===== src/rtl/calc_sequencer.sv =====
// Operand/opcode sequencer for the 8-bit calculator ALU: collects A, B, opcode, holds the ALU
// inputs for SETTLE_CYCLES and captures the result. Define CALC_SEQ_CHAIN_EN for chained totals.
module calc_sequencer #(
  parameter int SETTLE_CYCLES = 1
) (
  input  logic       clk,
  input  logic       reset,
  input  logic [7:0] data_in,
  input  logic       data_valid,
  input  logic [2:0] op_in,
  input  logic       op_valid,
  input  logic       clear,
  output logic [7:0] alu_in1,
  output logic [7:0] alu_in2,
  output logic [2:0] alu_opcode,
  input  logic [7:0] alu_result,
  output logic [7:0] result,
  output logic       result_valid,
  output logic       busy,
  output logic [1:0] phase,
  output logic       err
);

  // Handshake: data_valid/op_valid are single-cycle pulses with no ready; a pulse is consumed
  // only in the state that expects it (GET_A/GET_B for data, GET_OP for op) and is otherwise dropped.
  typedef enum logic [1:0] {
    GET_A  = 2'd0,
    GET_B  = 2'd1,
    GET_OP = 2'd2,
    EXEC   = 2'd3
  } state_t;

  localparam logic [3:0] LAST_CNT = 4'(SETTLE_CYCLES - 1);

  state_t     state;
  logic [3:0] cnt;

  assign phase = state;
  assign busy  = (state == EXEC);

  always_ff @(posedge clk) begin
    if (reset) begin
      state        <= GET_A;
      cnt          <= 4'd0;
      alu_in1      <= 8'h00;
      alu_in2      <= 8'h00;
      alu_opcode   <= 3'b000;
      result       <= 8'h00;
      result_valid <= 1'b0;
      err          <= 1'b0;
    end else begin
      result_valid <= 1'b0;
      if (clear) begin
        // Operands, opcode, result and err are deliberately kept across an abort.
        state <= GET_A;
        cnt   <= 4'd0;
      end else begin
        case (state)
          GET_A: begin
            if (data_valid) begin
              alu_in1 <= data_in;
              state   <= GET_B;
            end
          end
          GET_B: begin
            if (data_valid) begin
              alu_in2 <= data_in;
              state   <= GET_OP;
            end
          end
          GET_OP: begin
            if (op_valid) begin
              alu_opcode <= op_in;
              err        <= 1'b0;
              cnt        <= 4'd0;
              state      <= EXEC;
            end
          end
          EXEC: begin
            if (cnt == LAST_CNT) begin
              result       <= alu_result;
              result_valid <= 1'b1;
              err          <= (alu_opcode >= 3'b101);
`ifdef CALC_SEQ_CHAIN_EN
              alu_in1      <= alu_result;
              state        <= GET_B;
`else
              state        <= GET_A;
`endif
            end else begin
              cnt <= cnt + 4'd1;
            end
          end
          default: state <= GET_A;
        endcase
      end
    end
  end

endmodule

===== config.mk =====
export PLATFORM = sky130hd
export DESIGN_NAME = calc_sequencer
export DESIGN_NICKNAME = d
export VERILOG_FILES = /design/src/rtl/calc_sequencer.sv
export SDC_FILE = /design/constraint.sdc
export NUM_CORES = 1
export LEC_CHECK = 0
export ABC_AREA = 1
export BUFFER_PORTS_ARGS = -buffer_cell sky130_fd_sc_hd__buf_2
export CAP_MARGIN = 20
export CORE_ASPECT_RATIO = 0.6
export CORE_MARGIN = 3
export CORE_UTILIZATION = 48
export DETAILED_ROUTE_END_ITERATION = 6
export PLACE_DENSITY = 0.78
export SLEW_MARGIN = 20
export SYNTH_ARGS = -nofsm -noshare
export SYNTH_HDL_FRONTEND = slang
export SYNTH_SLANG_ARGS = --single-unit

===== constraint.sdc =====
create_clock -name clk -period 1.6 [get_ports clk]
set_input_delay 0.16 -clock clk [delete_from_list [all_inputs] [get_ports clk]]
set_output_delay 0.16 -clock clk [all_outputs]
set_load 0.01 [all_outputs]

==> run summary <==
H-tree depth = 2
Initial Util = 51.7%
Overall routed net length = 3370 um
First-pass GRT wire length = 5640 um
Routed WL per cell = 11.2 um
Critical path data arrival time = 1.59 ns
Relative slew slack = 74.2%
Largest net degree at the start of global routing = 20
CTS sink cnt = 35
Remaining antenna violation count = 0
Seq/Total Area, Yosys = 45.7%
Overall Global Routing Usage = 18.4%
Setup crit end kind = flip-flop
CP Buf/Inv Count = 3
Post-Route Setup TNS = 0 ns
Placed cell areas = 1870 um^2
Post-synth top area share = 45.7%
Outcome = completed
Layout area overhead = 30.3%
CP Cell Sequence = inv_1 > ha_1 > inv_1 > nor3_4 > inv_1 > nor2_1 > nor2_1
Die W = 79.0 um
Maxcap violations = 0
Area leader, netlist = dfxtp_1
Yosys reg bits = 35
Port Buffers = 55
Initial antenna violation count = 0
Most common cell after layout, fill and taps aside = buf_2
Final setup violation count = 0
Worst-path fanout max = 5
Die ar. = 3930 um^2
Final nets = 288
PwrDens = 980 nW/um^2
FF-to-FF End = alu_opcode[1]
Top cells by area, synth = dfxtp_1 46%, o21ai_0 9.1%, nor2_1 7.8%, inv_1 7.1%, a21oi_1 6.9%
GR Util met1 = 26.0%
Skew final = 0.00490 ns
FMAX = 704 MHz
Most frequent cells in the layout = 55 x buf_2, 35 x dfxtp_1, 32 x nor2_1
Critical Path RT = 1.77 ns
1st-iter DRT viols = 108
Met3 Use GR = 6.57%
Drt first pass iters = 4
Critical Path Source Type = flip-flop
Synth cell types = 22
Setup CP Type = reg -> reg
Vias = 1406
Clock Root Buffer = clkbuf_8
Rows = 15
Max-slew violations = 0
Largest stage delay, worst path = 0.34 ns
Hold Crit Depth = 2
Hpwl dp = 2520 um
Worst-margin pin slew = 0.386 ns
FF-to-FF Start = phase[0]
R2R depth = 7
Worst min path class = in -> reg
Register-to-register setup slack = 0.18 ns
Final critical path time including I/O delays and setup = 1.42 ns
Clock edge transition at the registers on the reported setup and hold paths = 0.07 ns
Final Hold Vio Count = 0
CTS Buffer Depth = 2
VDD IR-drop max = 0.541 mV
Gr ovfl total = 0
Cell family with most CP delay = simple AND/OR/NAND/NOR gates
Final instance area = 2000 um^2
Routing usage on met2 = 25.8%
Cts bufs inserted = 5
DRC viols = 0
RePlAce Congestion = 0.824
Post-CTS Setup Bufs = 0
IO Pins = 56
Crit-path slowest cell = dfxtp_1
Leakage = 0.961 nW
ANT cells = 0
Worst Hold Launch = reset
Busiest grt layer = met1
Cells after Synth = 197
Clock Latency Late Sink = 0.28 ns
Most frequent CP cell = inv_1
Hold-fix buffers, CTS = 0
Vias in the first global route = 1239
Hold Path End = result_valid
Synth warn = 0
Via density per instance = 4.69
Core ar. = 2970 um^2
Die height = 49.8 um
Syn Nets = 228
Mapped Avg Cell Area = 7.78 um^2
Mapped Area = 1530 um^2
Final period utilization = 88.8%
RSZ-0062 raised after global routing = false
CTS tree = done
Share of cells above drive strength 1 = 29.8%
-- cells in the mapped netlist --
cell,count
o21bai_1,2
nor2_4,1
nand3_4,1
nor3_1,1
ha_1,7
nand3_2,3
o21ai_0,28
inv_1,29
a21boi_1,1
nor2_1,32
or2_2,1
a21oi_1,21
clkbuf_1,1
nand2_1,20
nand4_4,1
buf_1,1
nand4_1,4
inv_2,2
nand3_1,3
nand2_4,1
dfxtp_1,35
buf_4,2
-- state kept, by name, indices dropped and copies added (netlist names) --
register,flops
result_valid,1
alu_in1,8
alu_opcode,3
alu_in2,8
result,8
phase,2
cnt,4
err,1
-- routing by layer --
metal  wire length, um  share of wire (%)
met5                 0                  0
met4                36                1.1
met3               256                7.6
met2              1280                 38
met1              1800                 53
-- worst max path at each step --
stage,startpoint,end,slack (ns),cells after the start
2_1_floorplan,phase[0],alu_opcode[0],0.22,7
4_1_cts,phase[0],alu_opcode[0],0.04,7
3_3_place_gp,phase[0],alu_opcode[0],0.13,7
3_5_place_dp,phase[0],alu_opcode[0],0.05,7
6_report,phase[0],alu_opcode[1],0.18,7
5_1_grt,phase[0],phase[0],0.008,7
-- per-stage QoR --
stage               std cells  worst slack [ns]  util [%]  power, mW  hold slack [ns]
floorplan                 197             0.220         -       1.07            0.232
global placement          292             0.133      62.9       1.16            0.373
detailed placement        292            0.0475      62.9       1.16            0.374
CTS                       300            0.0389      66.9       1.97           0.0786
global route              300           0.00835      67.3       2.04           0.0898
finish                    300             0.179      67.3       1.96           0.0825
-- timing repair --
action,in CTS,in global routing
endpoints found under the hold margin,0,0
gates resized for setup,0,3
endpoints found under the setup margin,0,5
-- kinds of logic after synthesis --
family / count (synthesis) / share of synthesized area [%]
and+or+nand+nor: 68 / 22.0
AOI/OAI and AO/OA: 52 / 17.5
buffers and inverters: 35 / 9.06
DFF: 35 / 45.7
adders and majority gates: 7 / 5.71
-- power by group --
group / leakage, nW / internal, mW / switching, mW
Combinational: 0.616 / 0.0925 / 0.129
Clock: 0.0612 / 0.504 / 0.310
Sequential: 0.284 / 0.903 / 0.0186
-- area by class of cell --
type / instances / area (um^2)
flip-flops and latches: 35 / 701
clock buffers: 6 / 82.6
clock inverters: 2 / 35.0
inverters: 31 / 116
repair buffers: 57 / 303
fillers: 264 / 968
well taps: 42 / 52.6
multi-input cells: 127 / 707
No activity file was read; power rests on OpenSTA's default activity.
